**src/rtl/reg_write_arbiter_pkg.sv**
```systemverilog
// Shared types and constants for the register-file write-port arbiter.
`default_nettype none

package reg_arb_pkg;

  localparam int DATA_W_DEF = 32;
  localparam int ADDR_W_DEF = 5;
  localparam int REG_ZERO   = 0;

  typedef enum logic [0:0] {
    ST_INIT = 1'b0,
    ST_RUN  = 1'b1
  } arb_state_e;

endpackage

`default_nettype wire

```
**src/rtl/reg_write_arbiter_if.sv**
```systemverilog
// Requester-side and register-file-side signals of the write-port arbiter.
`default_nettype none

interface reg_write_arbiter_if #(
  parameter int DATA_W = 32,
  parameter int ADDR_W = 5
);

  logic              wb_valid;
  logic [ADDR_W-1:0] wb_addr;
  logic [DATA_W-1:0] wb_data;
  logic              wb_stall;
  logic              aux_valid;
  logic              aux_ready;
  logic [ADDR_W-1:0] aux_addr;
  logic [DATA_W-1:0] aux_data;
  logic              RegWrite;
  logic [ADDR_W-1:0] WriteReg;
  logic [DATA_W-1:0] WriteData;
  logic              init_done;

  modport master (
    output wb_valid, wb_addr, wb_data, aux_valid, aux_addr, aux_data,
    input  wb_stall, aux_ready, RegWrite, WriteReg, WriteData, init_done
  );

  modport slave (
    input  wb_valid, wb_addr, wb_data, aux_valid, aux_addr, aux_data,
    output wb_stall, aux_ready, RegWrite, WriteReg, WriteData, init_done
  );

endinterface

`default_nettype wire

```
**src/rtl/reg_write_arbiter_fifo.sv**
```systemverilog
// reg_wr_fifo: small power-of-two FIFO buffering aux writes; control state reset, storage not.
`default_nettype none

module reg_wr_fifo #(
  parameter int DEPTH = 2,
  parameter int W     = 37
) (
  input  wire logic         CLK,
  input  wire logic         RST_n,
  input  wire logic         i_push,
  input  wire logic         i_pop,
  input  wire logic [W-1:0] i_data,
  output logic              o_full,
  output logic              o_empty,
  output logic [W-1:0]      o_head
);

  localparam int PTR_W = (DEPTH > 1) ? $clog2(DEPTH) : 1;
  localparam int CNT_W = $clog2(DEPTH + 1);

  logic [W-1:0]     r_mem [DEPTH];
  logic [PTR_W-1:0] r_wr_ptr;
  logic [PTR_W-1:0] r_rd_ptr;
  logic [CNT_W-1:0] r_count;
  logic             w_push_ok;
  logic             w_pop_ok;

  assign o_full    = (r_count == CNT_W'(DEPTH));
  assign o_empty   = (r_count == '0);
  assign o_head    = r_mem[r_rd_ptr];
  assign w_push_ok = i_push && !o_full;
  assign w_pop_ok  = i_pop && !o_empty;

  always_ff @(posedge CLK) begin
    if (w_push_ok) begin
      r_mem[r_wr_ptr] <= i_data;
    end
  end

  // Pointers wrap naturally because DEPTH is a power of two.
  always_ff @(posedge CLK or negedge RST_n) begin
    if (!RST_n) begin
      r_wr_ptr <= '0;
      r_rd_ptr <= '0;
      r_count  <= '0;
    end else begin
      if (w_push_ok) r_wr_ptr <= r_wr_ptr + PTR_W'(1);
      if (w_pop_ok)  r_rd_ptr <= r_rd_ptr + PTR_W'(1);
      case ({w_push_ok, w_pop_ok})
        2'b10:   r_count <= r_count + CNT_W'(1);
        2'b01:   r_count <= r_count - CNT_W'(1);
        default: r_count <= r_count;
      endcase
    end
  end

endmodule

`default_nettype wire

```
**src/rtl/reg_write_arbiter.sv**
```systemverilog
// reg_write_arbiter: zero-sweeps the register file after reset, then shares its single
// write port between the writeback stage (priority) and a buffered aux requester.
`default_nettype none

module reg_write_arbiter
  import reg_arb_pkg::*;
#(
  parameter int DATA_W       = DATA_W_DEF,
  parameter int ADDR_W       = ADDR_W_DEF,
  parameter int NUM_REGS     = 32,
  parameter int FIFO_DEPTH   = 2,
  parameter int STARVE_LIMIT = 4
) (
  input  wire logic          CLK,
  input  wire logic          RST_n,
  reg_write_arbiter_if.slave bus
);

  localparam int STV_W = $clog2(STARVE_LIMIT + 1);
  localparam int ENT_W = ADDR_W + DATA_W;
  localparam logic [ADDR_W-1:0] c_last_reg = ADDR_W'(NUM_REGS - 1);
  localparam logic [ADDR_W-1:0] c_reg_zero = ADDR_W'(REG_ZERO);

  arb_state_e        r_state;
  arb_state_e        w_state_nxt;
  logic [ADDR_W-1:0] r_sweep;
  logic [STV_W-1:0]  r_starve;
  logic              r_stall;

  logic              w_init_wr;
  logic              w_sel;
  logic              w_wb_win;
  logic              w_pop;
  logic              w_push;
  logic              w_we;
  logic [ADDR_W-1:0] w_sel_addr;
  logic [DATA_W-1:0] w_sel_data;
  logic              w_full;
  logic              w_empty;
  logic [ENT_W-1:0]  w_head;

  reg_wr_fifo #(
    .DEPTH (FIFO_DEPTH),
    .W     (ENT_W)
  ) u_fifo (
    .CLK     (CLK),
    .RST_n   (RST_n),
    .i_push  (w_push),
    .i_pop   (w_pop),
    .i_data  ({bus.aux_addr, bus.aux_data}),
    .o_full  (w_full),
    .o_empty (w_empty),
    .o_head  (w_head)
  );

  always_ff @(posedge CLK or negedge RST_n) begin
    if (!RST_n) r_state <= ST_INIT;
    else        r_state <= w_state_nxt;
  end

  always_comb begin
    w_state_nxt = r_state;
    w_init_wr   = 1'b0;
    w_sel       = 1'b0;
    w_wb_win    = 1'b0;
    w_pop       = 1'b0;
    w_sel_addr  = '0;
    w_sel_data  = '0;
    case (r_state)
      ST_INIT: begin
        w_init_wr = 1'b1;
        if (r_sweep == c_last_reg) w_state_nxt = ST_RUN;
      end
      ST_RUN: begin
        // While stalled the FIFO head wins even if wb_valid is (illegally) high.
        if (bus.wb_valid && !r_stall) begin
          w_sel      = 1'b1;
          w_wb_win   = 1'b1;
          w_sel_addr = bus.wb_addr;
          w_sel_data = bus.wb_data;
        end else if (!w_empty) begin
          w_sel      = 1'b1;
          w_pop      = 1'b1;
          w_sel_addr = w_head[DATA_W +: ADDR_W];
          w_sel_data = w_head[DATA_W-1:0];
        end
      end
      default: w_state_nxt = ST_INIT;
    endcase
  end

  assign w_we   = w_init_wr || (w_sel && (w_sel_addr != c_reg_zero));
  assign w_push = bus.aux_valid && bus.aux_ready;

  assign bus.RegWrite  = w_we;
  assign bus.WriteReg  = w_init_wr ? r_sweep : (w_we ? w_sel_addr : '0);
  assign bus.WriteData = (w_we && !w_init_wr) ? w_sel_data : '0;
  assign bus.aux_ready = (r_state == ST_RUN) && !w_full;
  assign bus.init_done = (r_state == ST_RUN);
  assign bus.wb_stall  = r_stall;

  always_ff @(posedge CLK or negedge RST_n) begin
    if (!RST_n) begin
      r_sweep <= '0;
    end else if (r_state == ST_INIT && r_sweep != c_last_reg) begin
      r_sweep <= r_sweep + ADDR_W'(1);
    end
  end

  // Stall is raised on the wb win that brings the count to the limit, dropped on the next pop.
  always_ff @(posedge CLK or negedge RST_n) begin
    if (!RST_n) begin
      r_starve <= '0;
      r_stall  <= 1'b0;
    end else if (w_pop) begin
      r_starve <= '0;
      r_stall  <= 1'b0;
    end else if (w_wb_win && !w_empty) begin
      r_starve <= r_starve + STV_W'(1);
      if (r_starve + STV_W'(1) == STV_W'(STARVE_LIMIT)) r_stall <= 1'b1;
    end
  end

  a_no_wb_in_init: assert property (
    @(posedge CLK) disable iff (!RST_n) !(r_state == ST_INIT && bus.wb_valid)
  );

endmodule

`default_nettype wire

```
**src/flat_wrapper.sv**
```systemverilog
// flat-port wrapper written by rule: the top's interface ports become plain ports
module reg_write_arbiter_flat import reg_arb_pkg::*;
#(
  parameter int DATA_W       = DATA_W_DEF,
  parameter int ADDR_W       = ADDR_W_DEF,
  parameter int NUM_REGS     = 32,
  parameter int FIFO_DEPTH   = 2,
  parameter int STARVE_LIMIT = 4
)
  (CLK, RST_n, bus_wb_valid, bus_wb_addr, bus_wb_data, bus_aux_valid, bus_aux_addr, bus_aux_data, bus_wb_stall, bus_aux_ready, bus_RegWrite, bus_WriteReg, bus_WriteData, bus_init_done);
  reg_write_arbiter_if #(.DATA_W(DATA_W), .ADDR_W(ADDR_W)) bus_i ();
  input  wire logic CLK;
  input  wire logic RST_n;
  input wire logic [$bits(bus_i.wb_valid)-1:0] bus_wb_valid;
  input wire logic [$bits(bus_i.wb_addr)-1:0] bus_wb_addr;
  input wire logic [$bits(bus_i.wb_data)-1:0] bus_wb_data;
  input wire logic [$bits(bus_i.aux_valid)-1:0] bus_aux_valid;
  input wire logic [$bits(bus_i.aux_addr)-1:0] bus_aux_addr;
  input wire logic [$bits(bus_i.aux_data)-1:0] bus_aux_data;
  output wire logic [$bits(bus_i.wb_stall)-1:0] bus_wb_stall;
  output wire logic [$bits(bus_i.aux_ready)-1:0] bus_aux_ready;
  output wire logic [$bits(bus_i.RegWrite)-1:0] bus_RegWrite;
  output wire logic [$bits(bus_i.WriteReg)-1:0] bus_WriteReg;
  output wire logic [$bits(bus_i.WriteData)-1:0] bus_WriteData;
  output wire logic [$bits(bus_i.init_done)-1:0] bus_init_done;
  assign bus_i.wb_valid = bus_wb_valid;
  assign bus_i.wb_addr = bus_wb_addr;
  assign bus_i.wb_data = bus_wb_data;
  assign bus_i.aux_valid = bus_aux_valid;
  assign bus_i.aux_addr = bus_aux_addr;
  assign bus_i.aux_data = bus_aux_data;
  assign bus_wb_stall = bus_i.wb_stall;
  assign bus_aux_ready = bus_i.aux_ready;
  assign bus_RegWrite = bus_i.RegWrite;
  assign bus_WriteReg = bus_i.WriteReg;
  assign bus_WriteData = bus_i.WriteData;
  assign bus_init_done = bus_i.init_done;
  reg_write_arbiter #(.DATA_W(DATA_W), .ADDR_W(ADDR_W), .NUM_REGS(NUM_REGS), .FIFO_DEPTH(FIFO_DEPTH), .STARVE_LIMIT(STARVE_LIMIT)) u_core (.CLK(CLK), .RST_n(RST_n), .bus(bus_i));
endmodule
```
**config.mk**
```make
export PLATFORM = sky130hd
export DESIGN_NAME = reg_write_arbiter_flat
export DESIGN_NICKNAME = d
export VERILOG_FILES = /design/src/rtl/reg_write_arbiter_pkg.sv /design/src/rtl/reg_write_arbiter_if.sv /design/src/rtl/reg_write_arbiter_fifo.sv /design/src/rtl/reg_write_arbiter.sv /design/src/flat_wrapper.sv
export SDC_FILE = /design/constraint.sdc
export NUM_CORES = 1
export LEC_CHECK = 0
export CORE_UTILIZATION = 52
export DETAILED_ROUTE_END_ITERATION = 8
export PLACE_DENSITY_LB_ADDON = 0.12
export SLEW_MARGIN = 40
export SYNTH_ARGS = -nofsm -noshare
export SYNTH_HDL_FRONTEND = slang
export SYNTH_HIERARCHICAL = 1
export SYNTH_SLANG_ARGS = --single-unit
export TNS_END_PERCENT = 1
```
**constraint.sdc**
```tcl
create_clock -name CLK -period 7.36 [get_ports CLK]
set_clock_uncertainty 0.05 [all_clocks]
set_input_delay 0.736 -clock CLK [delete_from_list [all_inputs] [get_ports CLK]]
set_output_delay 0.736 -clock CLK [all_outputs]
set_load 0.05 [all_outputs]
```
# Yosys cells after proc, flatten, opt, wreduce, memory -nomap -nowiden
# Memory sizes are Yosys's and may differ from the RTL's.
# Cells that the tools add are included.
[word_totals] n_memories=1 wordCells=67 output_inout_bits=41 ram_bits=74 in_bits=78 reg_bits=14
[memory_table] name="u_core.u_fifo.r_mem" depth=2 word_bits=37 rd=1 rd_ports_with_merged_regs=0 wr=1 line_no="reg_write_arbiter_fifo.sv:21" text="logic [W-1:0] r_mem [DEPTH];"
[op_classes] n_reduce_logical=19 eq_ne=6 addsub=6 muxes=27 n_bitwise=1
[ops] cell="$mux 32" n=4
[ops] cell="$mux 5" n=5
[ops] cell="$mux 1" n=15
[ops] cell="$logic_and 1x1->1" n=9
[ops] cell="$mux 3" n=2
[ops] cell="$reduce_bool 2->1" n=3
[ops] cell="$add 5x1->5 const B" n=1
[ops] cell="$eq 5x5->1 const B" n=1
[ops] cell="$ne 5x5->1 const B" n=1
[ops] cell="$reduce_bool 5->1" n=1
[ops] cell="$eq 2x2->1 const B" n=2
[ops] cell="$pmux 2 s2" n=1
[ops] cell="$add 3x1->3 const B" n=1
[ops] cell="$eq 3x3->1 const B" n=1
[ops] cell="$logic_not 1->1" n=3
[ops] cell="$add 1x1->1 const B" n=2
[ops] cell="$add 2x1->2 const B" n=1
[ops] cell="$eq 2x1->1 const B" n=1
[ops] cell="$logic_not 2->1" n=1
[ops] cell="$reduce_and 2->1" n=1
[ops] cell="$sub 2x1->2 const B" n=1
[ops] cell="$logic_or 1x1->1" n=1
[ops] cell="$not 1->1" n=1

# Longest topological paths before layout
# Gate-level depths: netlist of the first run.
[logic_depth] word_depth=9 depth_mapped=9 ltp_nobuf=9

# By module
# Netlist of the first run, hierarchy kept.
[by_module_without_submodules] mod="reg_wr_fifo" cells_each=133 area_each_um2=2949.1 seq_area_each_um2=2322.2 instances=1
[by_module_without_submodules] mod="reg_write_arbiter" cells_each=176 area_each_um2=1265.0 seq_area_each_um2=250.2 instances=1

# Least setup slack after synthesis of the first run
# Ideal clock, no wire load.
[synth_path] path_kind="register to register" from="reg u_core.r_state (netlist: u_core/bus.init_done)" to="mem u_core.u_fifo.r_mem[0][0], enable pin" path_slack_ns=3.450 arrival_time_ns=3.429 synth_period_minus_slack_ns=3.910 setup_ns=0.431 stages_incl_launch_ff=5 required_time_ns=6.879 n_path_buf=0 cell_sequence="dfrtp_1 > nor2b_1 > and2_1 > nand2_1 > nor2_1"
[synth_between] elab_chain_len=5
[synth_lines] element="start: declaration" line_no="reg_write_arbiter.sv:24" text="arb_state_e r_state;"
[synth_lines] element="start signal: assignment" line_no="reg_write_arbiter.sv:58" text="else r_state <= w_state_nxt;"
[synth_lines] element="$logic_and 1x1->1" line_no="reg_write_arbiter.sv:98" text="assign bus.aux_ready = (r_state == ST_RUN) && !w_full;"
[synth_lines] element="via bus_aux_ready" line_no="flat_wrapper.sv:21" text="output wire logic [$bits(bus_i.aux_ready)-1:0] bus_aux_ready;"
[synth_lines] element="$logic_and 1x1->1" line_no="reg_write_arbiter.sv:93" text="assign w_push = bus.aux_valid && bus.aux_ready;"
[synth_lines] element="via u_core.w_push" line_no="reg_write_arbiter.sv:34" text="logic w_push;"
[synth_lines] element="$logic_and 1x1->1" line_no="reg_write_arbiter_fifo.sv:31" text="assign w_push_ok = i_push && !o_full;"
[synth_lines] element="$mux 1" line_no="reg_write_arbiter_fifo.sv:35" text="if (w_push_ok) begin"
[synth_lines] element="$mux 1 (not written as such)" line_no="reg_write_arbiter_fifo.sv:36" text="r_mem[r_wr_ptr] <= i_data;"
[synth_lines] element="end: declaration" line_no="reg_write_arbiter_fifo.sv:21"
# The timed path passes the listed nets, and every way through them passes these cells.

# Final worst setup path of the first run
[layout_path] from="reg u_core.u_fifo.r_rd_ptr" to="out bus_WriteData[12]"
[layout_between] elab_chain_len=9 word_cells_on_any_way=12 cone_classes="7 x mux; 4 x reduce/logical; 1 x memory"
[layout_lines] element="start: declaration" line_no="reg_write_arbiter_fifo.sv:23" text="logic [PTR_W-1:0] r_rd_ptr;"
[layout_lines] element="start signal: assignment" line_no="reg_write_arbiter_fifo.sv:48" text="if (w_pop_ok) r_rd_ptr <= r_rd_ptr + PTR_W'(1);"
[layout_lines] element="$mem_v2 2x37"
[layout_lines] element="via u_core.w_head[36]" line_no="reg_write_arbiter.sv:40" text="logic [ENT_W-1:0] w_head;"
[layout_lines] element="$mux 5" line_no="reg_write_arbiter.sv:81" text="end else if (!w_empty) begin"
[layout_lines] element="$mux 5" line_no="reg_write_arbiter.sv:76" text="if (bus.wb_valid && !r_stall) begin"
[layout_lines] element="$mux 5" line_no="reg_write_arbiter.sv:69" text="case (r_state)"
[layout_lines] element="$reduce_bool 5->1" line_no="reg_write_arbiter.sv:92" text="assign w_we = w_init_wr || (w_sel && (w_sel_addr != c_reg_zero));"
[layout_lines] element="$logic_and 1x1->1" line_no="reg_write_arbiter.sv:92"
[layout_lines] element="$logic_or 1x1->1" line_no="reg_write_arbiter.sv:92"
[layout_lines] element="$logic_and 1x1->1" line_no="reg_write_arbiter.sv:97" text="assign bus.WriteData = (w_we && !w_init_wr) ? w_sel_data : '0;"
[layout_lines] element="$mux 32" line_no="reg_write_arbiter.sv:97"
[layout_lines] element="end: declaration" line_no="flat_wrapper.sv:24" text="output wire logic [$bits(bus_i.WriteData)-1:0] bus_WriteData;"
# The timed path passes the listed nets, and every way through them passes these cells.

==> results of run 1 <==
worst min path at each step:
stage,end,slack [ps],depth (start not counted)
global route,u_core/r_starve[2]$_DFFE_PN0P_,480,1
global placement,u_core/r_sweep[3]$_DFFE_PN0P_,440,1
detailed placement,u_core/r_sweep[3]$_DFFE_PN0P_,450,1
floorplan,u_core/bus.init_done$_DFF_PN0_,390,0
finish,u_core/r_starve[2]$_DFFE_PN0P_,460,1
CTS,u_core/r_starve[2]$_DFFE_PN0P_,460,1
cell usage after synthesis:
library cell	instances	share of area [%]
edfxtp_1	74	53
nor2_1	42	3.7
a21oi_1	38	4.5
nor3b_1	36	6.4
mux2_2	23	6.1
mux2_4	21	7.5
dfrtp_1	14	8.3
clkbuf_1	10	0.89
buf_6	6	1.6
ha_1	5	1.5
xnor2_1	5	1.0
nand2_1	4	0.36
nor2b_1	4	0.59
xor2_1	4	0.83
nor3_1	3	0.36
and3_1	2	0.30
buf_1	2	0.18
buf_2	2	0.24
inv_1	2	0.18
nand2b_1	2	0.30
o21ai_0	2	0.24
a22o_1	1	0.21
a32o_1	1	0.24
and2_1	1	0.15
nand2b_4	1	0.33
nand4_1	1	0.15
nor2b_2	1	0.21
nor4_1	1	0.15
o41ai_4	1	0.65
through the flow:
step,hold slack (ps),std cells
2_1_floorplan,390,309
3_3_place_gp,439,511
3_5_place_dp,446,515
4_1_cts,463,531
5_1_grt,479,531
6_report,464,531
worst reg2reg max path, delay by kind of cell (launching register included):
kind	cells	cell delay (ps)
DFF	1	690
buffers and inverters	2	370
and+or+nand+nor	4	840
sequential cells by signal (all words and copies together), names as in the netlist:
signal	flops
u_core/bus.init_done	1
u_core/bus.wb_stall	1
u_core/r_starve	3
u_core/r_sweep	5
u_core/u_fifo/r_count	2
u_core/u_fifo/r_mem	74
u_core/u_fifo/r_rd_ptr	1
u_core/u_fifo/r_wr_ptr	1
per-layer routing:
metal | global-route usage, % | vias up
li1 | - | 1362
met1 | 26.5 | 1379
met2 | 36.5 | 75
met3 | 4.81 | 10
met4 | 8.59 | 0
met5 | 0 | -
power by group through the flow:
stage | Sequential (mW) | Clock [mW] | Combinational (mW)
after floorplan | 0.714 | 0 | 0.743
after global placement | 0.770 | 0 | 0.939
after detailed placement | 0.777 | 0 | 1.01
after CTS | 0.765 | 0.330 | 1.02
after global routing | 0.776 | 0.352 | 1.07
final | 0.763 | 0.322 | 1.01
kinds of logic (layout without fill, tap and decap cells):
family	after synthesis	in the layout	synth area share [%]
simple gates	98	98	13.0
flops	88	88	61.0
mux	44	44	13.6
compound gates	43	43	5.85
buf+inv	22	142	3.09
xor+xnor	9	9	1.87
fa+ha+maj	5	5	1.48
final cells by class:
type	count	area, um^2
Clock buffer	12	135
Multi-Input combinational cell	199	1540
Inverter	2	7.51
Fill cell	522	2020
Clock inverter	4	55.1
Timing Repair Buffer	124	1310
Tap cell	102	128
Sequential cell	88	2580
==> impl_metrics.yaml, run 1 <==
pwr:
  p_int_mw: 1.29
  cellLeakagePower_nw: 2.05
  power_mw: 2.09
  p_sw_mw: 0.802
  p_clk_share_pct: 15.4
  seq_power_share_pct: 36.4
  powerDensity_nw_per_um2: 364
  ir_worst_vdd_mv: 0.222
  pwr-share-comb_pct: 48.2
  sw_frac_of_total_pct: 38.3
global_route:
  grt_remaining_overflow: 0
  grt_usage_pct: 21.4
  grt_pass1_wl_um: 13700
  antenna_found_initial: 0
  grt_pass1_vias: 2908
  grt_max_degree: 72
synthesis:
  netlist_area_um2: 4210
  synth.ff_latch_count: 88
  seq_area_frac_synth_pct: 61.0
  syn_inst: 309
  synth_fp_nets: 392
  avgSynthCellArea_um2: 13.6
  ys_warn_count: 6
  synth_cell_type_count: 29
finish:
  area_growth_syn_to_layout_pct: 36.4
  mostFrequentLayoutCells: "clkdlybuf4s50_1, edfxtp_1, nor2_1"
  finalNetCount: 507
  fin_util_pct: 74.0
  drive_gt1_share_pct: 16.6
  num_antenna_cells: 0
  final_area_um2: 5750
  layout_commonest_cell: "clkdlybuf4s50_1"
sta:
  fmax_mhz: 227
  slew_headroom_pct: 51.2
  rsz0062_at_grt: "no"
  setup_slack_ps: 2950
  layout_min_cycle_time_ps: 4410
  setup_viol: 0
  post-route-period-util_pct: 59.9
  hold_violations: 0
  tightest_slew_ps: 733
  drv_slew: 0
  final.setup.tns_ps: 0
floorplanning:
  initial_core_util_pct: 54.3
  die_w_um: 92.0
  die_area_um2: 8470
  io_pins: 119
  die_h_um: 92.0
  rows: 32
  fp.coreArea_um2: 7770
critical_path:
  cp_slowest_cell: "dfrtp_4"
  path_cells: "mux2_2 > nor3_1 > nor3_1 > o41ai_4 > buf_4 > nor2_1 > clkdlybuf4s50_1"
  r2r_end: "u_core/u_fifo/r_mem[0][22]$_DFFE_PP_"
  cp.buffers_inverters: 2
  cp_common_cell: "nor3_1"
  critPathMaxFanout: 38
  cp-end-kind: "output pin"
  worstSetupStartpoint: "u_core/u_fifo/r_rd_ptr$_DFFE_PN0P_"
  cp_top_family: "buffers and inverters"
  cp.required_ps: 6570
  crit_end: "bus_WriteData[12]"
  criticalPathCategory: "reg -> out"
  worst_ep_arrival_time_ps: 3620
  r2r_start: "u_core/bus.init_done$_DFF_PN0_"
  reg2reg_depth: 6
  cp-start-kind: "register"
  worst-path-stages: 7
  ff2ff_setup_slack_ps: 5120
  slowest_delay_ps: 850
outcome:
  status: "complete, no violations"
placement:
  gp_congestion: 0.756
  io_buffers: 118
  hpwl_um: 5800
  place_ws_ps: 3330
  place_area_um2: 5560
detailed_routing:
  dr.pass1.iters: 4
  ant_nets: 0
  wl_met2_um: 4330
  wl_per_cell_um: 16.2
  met1_length_um: 3700
  drc: 0
  drtIter0Drc: 96
  highest_layer: "met4"
  wirelength_um: 8600
  vias: 2826
  wl_met3_um: 451
  viasPerCell: 5.32
clocking:
  cts-root-buf: "clkbuf_8"
  cts_buffers: 9
  cts_tree: "done"
  clk_pin_slew_ps: 90
  post-cts-setup-buffer-count: 0
  cts.sinks: 88
  cts_resized: 0
  insertion_delay_ps: 360
  clk_path_buf_depth: 2
  ctsHoldBuffers: 0
  ctsHtreeMaxLevel: 3
min_path:
  holdCritPathClass: "reg -> reg"
  hp-start: "u_core/r_starve[2]$_DFFE_PN0P_"
job:
  drv_cap: 0
Power figures use the tool's default switching activity.
==> inputs of run 2 (changes only) <==
--- a/config.mk
+++ b/config.mk
@@ -5,7 +5,7 @@
 export SDC_FILE = /design/constraint.sdc
 export NUM_CORES = 1
 export LEC_CHECK = 0
-export CORE_UTILIZATION = 52
+export CORE_UTILIZATION = 43
 export DETAILED_ROUTE_END_ITERATION = 8
 export PLACE_DENSITY_LB_ADDON = 0.12
 export SLEW_MARGIN = 40
==> constraint.sdc (replaced) <==
create_clock -name CLK -period 3.6 [get_ports CLK]
set_clock_uncertainty 0.05 [all_clocks]
set_input_delay 0.36 -clock CLK [delete_from_list [all_inputs] [get_ports CLK]]
set_output_delay 0.36 -clock CLK [all_outputs]
set_load 0.05 [all_outputs]
==> impl_metrics.yaml, run 2 (same netlist as run 1, synthesis figures left out) <==
clocking:
  ctsHoldBuffers: 0
  clk_pin_slew_ps: 90
  cts_buffers: 9
  cts_resized: 0
  cts_tree: "done"
  cts.sinks: 88
  clk_path_buf_depth: 2
  insertion_delay_ps: 340
  post-cts-setup-buffer-count: 0
  ctsHtreeMaxLevel: 3
  cts-root-buf: "clkbuf_8"
floorplanning:
  die_area_um2: 10200
  fp.coreArea_um2: 9370
  initial_core_util_pct: 45.0
  die_h_um: 101
  die_w_um: 101
  io_pins: 119
  rows: 35
pwr:
  cellLeakagePower_nw: 2.08
  powerDensity_nw_per_um2: 737
  ir_worst_vdd_mv: 0.354
outcome:
  status: "complete, no violations"
sta:
  setup_viol: 0
  final.setup.tns_ps: 0
  hold_violations: 0
  layout_min_cycle_time_ps: 3220
  rsz0062_at_grt: "no"
  fmax_mhz: 311
  tightest_slew_ps: 754
  post-route-period-util_pct: 89.4
  slew_headroom_pct: 49.6
  drv_slew: 0
min_path:
  holdCritPathClass: "in -> async"
finish:
  largest_register_ffs: 74
  final_area_um2: 5650
  largest_register: "u_core/u_fifo/r_mem"
  reg_top3: "u_core/u_fifo/r_mem (74), u_core/r_sweep (5), u_core/r_starve (3)"
  nFillCells: 796
  drive_gt1_share_pct: 25.0
  fin_util_pct: 60.3
  mostFrequentLayoutCells: "clkdlybuf4s50_1, edfxtp_1, buf_4, nor2_1, a21oi_1"
  num_antenna_cells: 0
  layout_commonest_cell: "clkdlybuf4s50_1"
  finalNetCount: 510
  area_growth_syn_to_layout_pct: 34.2
placement:
  gp_congestion: 0.777
  place_area_um2: 5450
  hpwl_um: 5860
  io_buffers: 118
detailed_routing:
  drc: 0
  wirelength_um: 8630
  dr.pass1.iters: 4
  viasPerCell: 4.88
  wl_per_cell_um: 15.4
  ant_nets: 0
  vias: 2735
  drtIter0Drc: 74
global_route:
  grt_max_degree: 40
  grt_pass1_vias: 2770
  grt_usage_pct: 17.6
  antenna_found_initial: 0
  grt_remaining_overflow: 0
  grt_pass1_wl_um: 13500
critical_path:
  cp_top_family: "buffers and inverters"
  cp.buffers_inverters: 1
  slowest_delay_ps: 710
  cp.required_ps: 3190
  critPathMaxFanout: 8
  worst_ep_arrival_time_ps: 2810
  cp-end-kind: "output pin"
  path_cells: "mux2_2 > nor2b_1 > mux2_4 > nor4_1 > nor3b_1 > clkdlybuf4s50_1"
  criticalPathCategory: "reg -> out"
  cp_slowest_cell: "clkdlybuf4s50_1"
  cp-start-kind: "register"
job:
  drv_cap: 0
==> run 2: metal layers <==
layer | wire, um | GRT usage, % | vias up
met5 | 0 | 0 | -
met4 | 87 | 6.35 | 0
met3 | 411 | 3.26 | 8
met2 | 4100 | 29.0 | 76
met1 | 4040 | 23.4 | 1282
li1 | - | - | 1369
==> run 2: worst paths after layout <==
path                                                       endpoint                                 start  slack [ps]  depth (start not counted)
worst max register to register  u_core/u_fifo/r_mem[0][5]$_DFFE_PP_  u_core/u_fifo/r_count[0]$_DFFE_PN0P_        1140                          7
worst min-delay path                u_core/bus.wb_stall$_DFFE_PN0P_                                 RST_n         390                          1
min in group CLK                      u_core/r_sweep[3]$_DFFE_PN0P_         u_core/r_sweep[3]$_DFFE_PN0P_         460                          1
worst max-delay path                              bus_WriteData[30]    u_core/u_fifo/r_rd_ptr$_DFFE_PN0P_         380                          6
worst min register to register        u_core/r_sweep[3]$_DFFE_PN0P_         u_core/r_sweep[3]$_DFFE_PN0P_         460                          1
max in group asynchronous        u_core/u_fifo/r_rd_ptr$_DFFE_PN0P_                                 RST_n        2600                          1
==> run 2: worst reg2reg max path, delay by kind of cell (launching register included) <==
family | cells | cell delay, ps
buffers and inverters | 2 | 380
flip-flops | 1 | 460
AND/OR/NAND/NOR | 5 | 1280
==> run 2: cell type report <==
| cell class | instances | area (um^2) | share of cell area (%) |
|---|---|---|---|
| flip-flops and latches | 88 | 2570 | 45.5 |
| well taps | 129 | 161 | 2.85 |
| multi-input cells | 199 | 1540 | 27.2 |
| inverters | 2 | 7.51 | 0.133 |
| repair buffers | 127 | 1170 | 20.7 |
| clock inverters | 7 | 77.6 | 1.37 |
| clock buffers | 9 | 124 | 2.19 |
==> run 2: report_power, final <==
group          switching (mW)  internal [mW]  leakage (nW)
logic                    1.19          0.821          1.15
clock network           0.356          0.328         0.101
registers              0.0957           1.38         0.834
==> run 2: through the flow <==
stage / instances / hold slack [ps] / power, mW / setup slack [ps]
floorplan: 309 / 14.4 / 2.98 / 300
global placement: 545 / 432 / 3.50 / 661
detailed placement: 545 / 449 / 3.53 / 583
CTS: 561 / 391 / 4.22 / 361
global route: 561 / 423 / 4.39 / 234
finish: 561 / 390 / 4.17 / 382
